$ cat src/rtl/muldiv_sequencer.sv
// Iterative RISC-V M-extension multiply/divide unit.
// One shift-add or restoring shift-subtract step per cycle over XLEN cycles,
// followed by a single writeback cycle. Signed ops work on magnitudes and
// negate the final value.
module muldiv_sequencer #(
   parameter int XLEN = 32,
   parameter int CNTW = 6
) (
   input  logic            clock,
   input  logic            reset,
   input  logic            req_valid,
   input  logic [3:0]      mul_op,
   input  logic [3:0]      div_op,
   input  logic [XLEN-1:0] rdata1,
   input  logic [XLEN-1:0] rdata2,
   input  logic [4:0]      req_waddr,
   input  logic            flush,
   output logic            req_ready,
   output logic            stall,
   output logic            res_valid,
   output logic [XLEN-1:0] res_data,
   output logic [4:0]      res_waddr
);

   localparam logic [1:0] S_IDLE = 2'd0;
   localparam logic [1:0] S_BUSY = 2'd1;
   localparam logic [1:0] S_DONE = 2'd2;
   localparam logic [CNTW-1:0] LAST_STEP = CNTW'(XLEN - 1);

   logic [1:0]        state;
   logic [CNTW-1:0]   cnt;
   logic              is_div, is_rem, is_hi, neg_res;
   logic [XLEN-1:0]   opnd;      // multiplicand or divisor magnitude
   logic [2*XLEN-1:0] acc;       // mul: {partial, multiplier}; div: {remainder, quotient}
   logic [4:0]        waddr_q;

   // Conditional two's-complement negation, single and double width.
   function automatic logic [XLEN-1:0] cneg(input logic [XLEN-1:0] v, input logic n);
      return n ? (~v + XLEN'(1)) : v;
   endfunction

   function automatic logic [2*XLEN-1:0] cneg2(input logic [2*XLEN-1:0] v, input logic n);
      return n ? (~v + (2*XLEN)'(1)) : v;
   endfunction

   logic [7:0]      ops;
   logic            any_op, accept;
   logic            d_div, d_rem, d_hi, d_sa, d_sb;
   logic            a_neg, b_neg, b_zero, d_neg;
   logic [XLEN-1:0] a_mag, b_mag;

   // Priority decode of the op bits; lowest index wins.
   always_comb begin
      ops   = {div_op, mul_op};
      d_div = 1'b0;
      d_rem = 1'b0;
      d_hi  = 1'b0;
      d_sa  = 1'b0;
      d_sb  = 1'b0;
      if (ops[0]) begin
         d_hi = 1'b0;                                   // mul: low half is sign-agnostic
      end else if (ops[1]) begin
         d_hi = 1'b1; d_sa = 1'b1; d_sb = 1'b1;          // mulh
      end else if (ops[2]) begin
         d_hi = 1'b1; d_sa = 1'b1;                       // mulhsu
      end else if (ops[3]) begin
         d_hi = 1'b1;                                    // mulhu
      end else if (ops[4]) begin
         d_div = 1'b1; d_sa = 1'b1; d_sb = 1'b1;         // div
      end else if (ops[5]) begin
         d_div = 1'b1;                                   // divu
      end else if (ops[6]) begin
         d_div = 1'b1; d_rem = 1'b1; d_sa = 1'b1; d_sb = 1'b1; // rem
      end else if (ops[7]) begin
         d_div = 1'b1; d_rem = 1'b1;                     // remu
      end
   end

   assign any_op = |ops;
   assign accept = (state == S_IDLE) && req_valid && any_op && !flush;
   assign a_neg  = d_sa & rdata1[XLEN-1];
   assign b_neg  = d_sb & rdata2[XLEN-1];
   assign b_zero = (rdata2 == '0);
   assign a_mag  = cneg(rdata1, a_neg);
   assign b_mag  = cneg(rdata2, b_neg);
   // Divide by zero keeps the quotient all-ones; remainder follows the dividend.
   assign d_neg  = d_div ? (d_rem ? a_neg : ((a_neg ^ b_neg) & ~b_zero)) : (a_neg ^ b_neg);

   logic [XLEN:0]     mul_sum;
   logic [XLEN:0]     div_shift;
   logic              div_ge;
   logic [XLEN-1:0]   div_diff;
   logic [2*XLEN-1:0] acc_step;

   // One iteration of the shift-add multiplier or restoring divider.
   always_comb begin
      mul_sum   = {1'b0, acc[2*XLEN-1:XLEN]} + {1'b0, (acc[0] ? opnd : {XLEN{1'b0}})};
      div_shift = {acc[2*XLEN-1:XLEN], acc[XLEN-1]};
      div_ge    = (div_shift >= {1'b0, opnd});
      div_diff  = XLEN'(div_shift - {1'b0, opnd});
      if (is_div) begin
         if (div_ge) acc_step = {div_diff, acc[XLEN-2:0], 1'b1};
         else        acc_step = {div_shift[XLEN-1:0], acc[XLEN-2:0], 1'b0};
      end else begin
         acc_step = {mul_sum, acc[XLEN-1:1]};
      end
   end

   logic [2*XLEN-1:0] prod_s;
   logic [XLEN-1:0]   div_val, result;

   // Sign fix-up and half selection of the finished value.
   always_comb begin
      prod_s  = cneg2(acc, neg_res);
      div_val = is_rem ? acc[2*XLEN-1:XLEN] : acc[XLEN-1:0];
      if (is_div)     result = cneg(div_val, neg_res);
      else if (is_hi) result = prod_s[2*XLEN-1:XLEN];
      else            result = prod_s[XLEN-1:0];
   end

   assign req_ready = (state == S_IDLE);
   assign stall     = ((state == S_IDLE) && req_valid && any_op) || (state != S_IDLE);
   assign res_valid = (state == S_DONE) && !flush;
   assign res_data  = res_valid ? result  : '0;
   assign res_waddr = res_valid ? waddr_q : '0;

   // Sequencer state, iteration counter and datapath registers.
   always_ff @(posedge clock or posedge reset) begin
      if (reset) begin
         state   <= S_IDLE;
         cnt     <= '0;
         is_div  <= 1'b0;
         is_rem  <= 1'b0;
         is_hi   <= 1'b0;
         neg_res <= 1'b0;
         opnd    <= '0;
         acc     <= '0;
         waddr_q <= '0;
      end else begin
         case (state)
            S_IDLE: begin
               if (accept) begin
                  state   <= S_BUSY;
                  cnt     <= '0;
                  is_div  <= d_div;
                  is_rem  <= d_rem;
                  is_hi   <= d_hi;
                  neg_res <= d_neg;
                  opnd    <= d_div ? b_mag : a_mag;
                  acc     <= {{XLEN{1'b0}}, (d_div ? a_mag : b_mag)};
                  waddr_q <= req_waddr;
               end
            end
            S_BUSY: begin
               if (flush) begin
                  state <= S_IDLE;
                  cnt   <= '0;
               end else begin
                  acc <= acc_step;
                  cnt <= cnt + CNTW'(1);
                  if (cnt == LAST_STEP) state <= S_DONE;
               end
            end
            S_DONE: begin
               state <= S_IDLE;
               if (flush) cnt <= '0;
            end
            default: state <= S_IDLE;
         endcase
      end
   end

endmodule

$ cat config.mk
export PLATFORM = sky130hd
export DESIGN_NAME = muldiv_sequencer
export DESIGN_NICKNAME = d
export VERILOG_FILES = /design/src/rtl/muldiv_sequencer.sv
export SDC_FILE = /design/constraint.sdc
export NUM_CORES = 1
export LEC_CHECK = 0
export ABC_AREA = 1
export CORE_ASPECT_RATIO = 2
export CORE_MARGIN = 3
export CORE_UTILIZATION = 33
export CTS_CLUSTER_SIZE = 25
export DETAILED_ROUTE_END_ITERATION = 10
export PLACE_DENSITY = 0.47
export SLEW_MARGIN = 10
export SYNTH_ARGS = -nofsm -noshare
export SYNTH_HDL_FRONTEND = slang
export SYNTH_SLANG_ARGS = --single-unit
$ cat constraint.sdc
create_clock -name clock -period 5.6 [get_ports clock]
set_input_delay 1.4 -clock clock [delete_from_list [all_inputs] [get_ports clock]]
set_output_delay 1.4 -clock clock [all_outputs]
set_load 0.02 [all_outputs]
Word-level counts from Yosys, hierarchy flattened --
Cells that the tools add are included.
Operators by class: $add $sub $neg 7, order comparisons 1, equality and inequality tests 7, muxes and demuxes 55, bitwise gates (word level) 9, reduce and logical (&&, ||, !) cells 16
Operators with widths (count):
- 32-bit 2-to-1 mux | 10
- 64-bit 2-to-1 mux | 5
- 64-bit one-hot mux with 2 select lines | 1
- 32-bit by 1-bit adder with 32-bit output (second input constant) | 3
- 32-bit NOT | 3
- 64-bit by 1-bit adder with 64-bit output (second input constant) | 1
- 64-bit NOT | 1
- 32-bit by 32-bit adder with 33-bit output | 1
- 33-bit by 32-bit >= comparator with 1-bit output | 1
- 32-bit logical NOT | 1
- 32-bit subtractor | 1
- 1-bit 2-to-1 mux | 30
- 6-bit 2-to-1 mux | 3
- 6-bit one-hot mux with 3 select lines | 1
- 8-bit OR reduction | 1
- 6-bit by 1-bit adder with 6-bit output (second input constant) | 1
- 6-bit by 5-bit equality test with 1-bit output (second input constant) | 1
- 2-bit 2-to-1 mux | 3
- 3-bit AND reduction | 2
- 5-bit 2-to-1 mux | 1
- 1-bit logical AND | 4
- 2-bit != test (second input constant) | 2
- 2-bit one-hot mux with 2 select lines | 1
- 2-bit AND reduction | 2
- other kinds (12) | 15
Word-level totals: register bits 113, bits of input ports 81, output and inout port bits 40

Depth between registers and ports, before layout --
depth in word-level cells 12, gate-level depth with buffers 22, depth with buffers taken out 20

Worst setup path after synthesis --
OpenSTA, ideal clock, no wires.
kind in2out, start point input flush, end point output res_data[1], data arrival time 2500 ps, data required time 4200 ps, setup slack 1700 ps, stages 3, buffers on the path 0, cell sequence nor3_1 > clkinv_1 > nor3_1
On the way: cells in the longest elaborated chain, start to end 3
RTL lines:
- from (decl) | RTL line 17 | input logic flush,
- 1-bit logical NOT | RTL line 123 | assign res_valid = (state == S_DONE) && !flush;
- 1-bit logical AND | RTL line 123
- 32-bit 2-to-1 mux | RTL line 124 | assign res_data = res_valid ? result : '0;
- to (decl) | RTL line 21 | output logic [XLEN-1:0] res_data,
No other way between the ends.

Worst setup path after layout --
start point register is_rem, end point output res_data[25]
On the way: cells in the longest elaborated chain, start to end 6
RTL lines:
- from (decl) | RTL line 32 | logic is_div, is_rem, is_hi, neg_res;
- from (signal assigned) | RTL line 146 | is_rem <= d_rem;
- 32-bit 2-to-1 mux (*) | RTL line 115 | div_val = is_rem ? acc[2*XLEN-1:XLEN] : acc[XLEN-1:0];
- 32-bit NOT | RTL line 39 | return n ? (~v + XLEN'(1)) : v;
- 32-bit by 1-bit adder with 32-bit output | RTL line 39
- 32-bit 2-to-1 mux (*) | RTL line 39
- 32-bit 2-to-1 mux (*) | RTL line 116 | if (is_div) result = cneg(div_val, neg_res);
- 32-bit 2-to-1 mux (*) | RTL line 124
Mark *: on every way between the ends. The rest lies on a longest branch, timed or not.

==> summary.txt <==
Pwr
  • Sequential Power Share: 19.8%
  • Peak supply drop: about 0.17 mV
  • Switch share: 59.46%
  • Internal power: approximately 3700 uW
  • Clk pwr share: between 10% and 20%
  • Switch Pwr: approximately 5400 uW
  • PwrDens: 440.4 nW/um^2
  • Leakage: 0.01019 uW
  • Combinational cell fraction of total power: 66.4%

Logic synthesis
  • Synthesized area: 18,100 um^2
  • Largest family of logic cells by synthesized area: simple AND/OR/NAND/NOR gates
  • Synth Area in Compound Gates: roughly 16%
  • Synth top area share: 24.95%
  • Post-synthesis xor/xnor area fraction: 3.097%
  • Most instantiated cells after synthesis: nand2_1 (1,203), inv_1 (459), nor2_1 (446)
  • Adder-cell share of the synthesized area: ~5.0%
  • Cell with the most instances after synthesis: nand2_1
  • Synth area leaders: nand2_1 (25%), dfrtp_1 (16%), inv_1 (9.5%), nand3_1 (9.3%), nor2_1 (9.3%)
  • Syn Area/Cell: around 5.2 um^2
  • Synth unique cells: 43
  • Primary FF master, synth: dfrtp_1
  • Ys async rst share: 100.0%
  • Synth area leader: nand2_1
  • Post-synthesis instance total: 3,458
  • Mux contribution to synthesized area: 0%
  • EDFF count, synth: 0
  • Register area share after synthesis: around 16%
  • Post-Syn Nets: roughly 3,600
  • Synth Warn #: 0
  • Synthesized flop and latch total: 113
  • Post-synthesis simple-gate area fraction: around 48%

Clock tree
  • Post-CTS Hold Fix Bufs: 0
  • CTS Buf Count: 25
  • CTS sink count: between 100 and 150
  • CTS tree: yes
  • H-tree depth: 4
  • Clock Latency Late Sink: ~0.5 ns
  • PostCTS Resize Cnt: 0
  • Worst-path clk slew: 0.05 ns
  • Post-CTS Setup Bufs: 0
  • Clk buf depth: 3
  • Root buffer cell: clkbuf_16

Critical path
  • CP Max Fanout: between 60 and 70
  • Startpoint types: flip-flop
  • Most frequent CP cell: nand2_1
  • WP buf/inv: 3
  • Critical-path cell list: buf_12, nand2_1, o21ai_1, nand2_1, inv_1, nand2_1, nor2_1, nand3_1, nand2_2, nand2_1, nor2_1, o21ai_1, nor2_1, clkdlybuf4s50_1
  • Worst setup EP type: output port
  • Worst Setup Path Type: reg2out
  • Max stage delay on crit path: 0.70 ns
  • CP top delay family: simple AND/OR/NAND/NOR gates
  • Slowest CP cell: dfrtp_2
  • WP data arrival: approximately 3.9 ns
  • Data required time of the critical path: about 4.2 ns

Final layout
  • Reg area: around 2800 um^2
  • Fillers: around 6,200
  • Fin nets: 3,687
  • Core Util, Final: around two fifths
  • Multi-input logic area: 13,000 um^2
  • P&R area growth vs syn: 14.12%
  • Ratio of cells with drive above 1 in the final layout: under 10%
  • Cell area after layout: ~21,000 um^2
  • Diodes inserted: 0

Job
  • Max-cap violations: 0

Floorplanning
  • Die height: roughly 340 um
  • Core box area: 53,900 um^2
  • Die area: 57,860 um^2
  • Initial Util: about a third
  • Die Span X: roughly 170 um
  • Io pins: 121
  • Cell Rows: between 100 and 150

Global routing
  • Overflow after GRT: 0
  • Largest net degree at the start of global routing: 70
  • Global-route wire length before repair: roughly 140,000 um
  • Initial antenna violation count: 0
  • Vias in the first global route: about 22,000
  • Gr usage total: roughly 34%

Status
  • Status: complete, no violations

Timing
  • RSZ-0062 raised after global routing: no
  • Final-report max-slew violation count: 0
  • Clock skew: between 0.01 and 0.015 ns
  • Worst Max-Slew Pin Slew: 1.089 ns
  • Final Hold Fails: 0
  • Final setup TNS: 0 ns
  • Slew margin rel.: between 20% and 30%
  • Peak Freq: about 190 MHz
  • Period utilization: 94.36%
  • Final min period: 5.284 ns
  • Final setup viols: 0

Route
  • Drt initial violations: between 2,000 and 2,500
  • DRT Pass-1 Iters: 6
  • DRT Wirelength: between 90,000 and 100,000 um
  • Number of remaining DRC errors: 0
  • DR vias/cell: 5.458
  • Vias: 22,990
  • DRT antenna net count: 0
  • Wire per inst: 23.42 um

Hold path
  • Hold WC Path Type: reg2reg

Placed design
  • Port Buffers: 120
  • DP Area: about 20,000 um^2
  • Placer congestion estimate: slightly above 1
  • DPL Wire Length: 83,210 um
## final timing paths
kind	slack [ns]	endpoint	cells past startpoint	start
max in group asynchronous	3.36	is_rem$_DFFE_PP0P_	3	reset
worst min register to register	0.50	cnt[1]$_DFFE_PP0P_	2	cnt[1]$_DFFE_PP0P_
worst max-delay path	0.32	res_data[25]	14	is_rem$_DFFE_PP0P_
worst min-delay path	0.50	cnt[1]$_DFFE_PP0P_	2	cnt[1]$_DFFE_PP0P_
worst max register to register	2.00	acc[0]$_DFFE_PP0P_	13	acc[38]$_DFFE_PP0P_
min in group asynchronous	1.38	opnd[23]$_DFFE_PP0P_	2	reset
## state kept, by name, summed over array words and instances (netlist names)
name,cells
state,2
waddr_q,5
is_rem,1
cnt,6
is_div,1
opnd,32
neg_res,1
acc,64
is_hi,1
## stage by stage
| step | hold WS, ns | instances | setup WS [ns] | power (uW) |
|---|---|---|---|---|
| after floorplan | 0.4681 | 3458 | 1.213 | 5370 |
| final | 0.5003 | 4212 | 0.3157 | 9095 |
| after global routing | 0.5256 | 4212 | 0.03448 | 9751 |
| after CTS | 0.5078 | 4212 | 0.3402 | 8984 |
| after detailed placement | 0.4966 | 4179 | 0.7805 | 7691 |
| after global placement | 0.4852 | 4179 | 0.8077 | 7684 |
## per-layer routing
| metal | vias to the layer above | wire [um] | global-route usage [%] |
|---|---|---|---|
| met5 | - | 0 | 0 |
| met4 | 0 | 10860 | 29.65 |
| met3 | 281 | 4676 | 2.960 |
| met2 | 956 | 48770 | 59.15 |
| met1 | 10570 | 34340 | 34.98 |
| li1 | 11190 | - | - |
## cell usage in the layout, fill, tap and decap left out, types with 5 or more instances in the layout
master	synthesis	layout
a21oi_1	197	197
nand4_1	49	49
or2_2	7	7
o21ai_0	194	194
xor2_1	48	48
nor2_1	446	444
buf_4	7	36
nand2_1	1203	1203
nand3_1	336	336
o21ai_2	10	10
dfrtp_1	113	110
nand2_2	10	10
o21ai_1	35	35
ha_1	69	69
a22oi_1	5	5
inv_1	459	457
xnor2_1	16	16
clkbuf_16	0	25
clkdlybuf4s50_1	0	120
nor3_1	26	25
nand3b_1	11	11
inv_2	10	10
o211ai_1	35	35
and2_1	6	6
o221ai_1	5	5
o21a_1	5	5
o21bai_1	15	15
nor2_2	11	12
## layout make-up
cell class	instances	area share, %
clock buffer	31	3.284
sequential	113	13.72
tap	671	4.065
inverter	472	8.597
clock inverter	2	0.04847
timing repair buffer	158	7.319
multi-input combinational	2765	62.96
## power by group through the flow
stage	registers [uW]	clock network, uW	logic [uW]
3_5_place_dp	1780	0	5910
3_3_place_gp	1780	0	5900
2_1_floorplan	1370	0	4000
6_report	1800	1260	6040
5_1_grt	1800	1310	6640
4_1_cts	1770	1280	5940
## logic make-up (layout without fill, tap and decap cells)
family          after synthesis  count (layout)
flops                       113             113
simple gates               2118            2118
compound gates              512             512
buf+inv                     580             663
xor+xnor                     64              64
fa+ha+maj                    71              71
## worst register-to-register path: stages (launching register included)
cell,delay [ns]
dfrtp_1,0.71
ha_1,0.39
nand2_1,0.16
inv_1,0.06
a21oi_1,0.27
nand3_2,0.19
nand2_1,0.11
nand2_2,0.07
nand2_2,0.20
nand2_2,0.34
nor2_4,0.58
o21ai_0,0.17
nand2_1,0.09
nand2_1,0.11
Power figures use the tool's default switching activity.
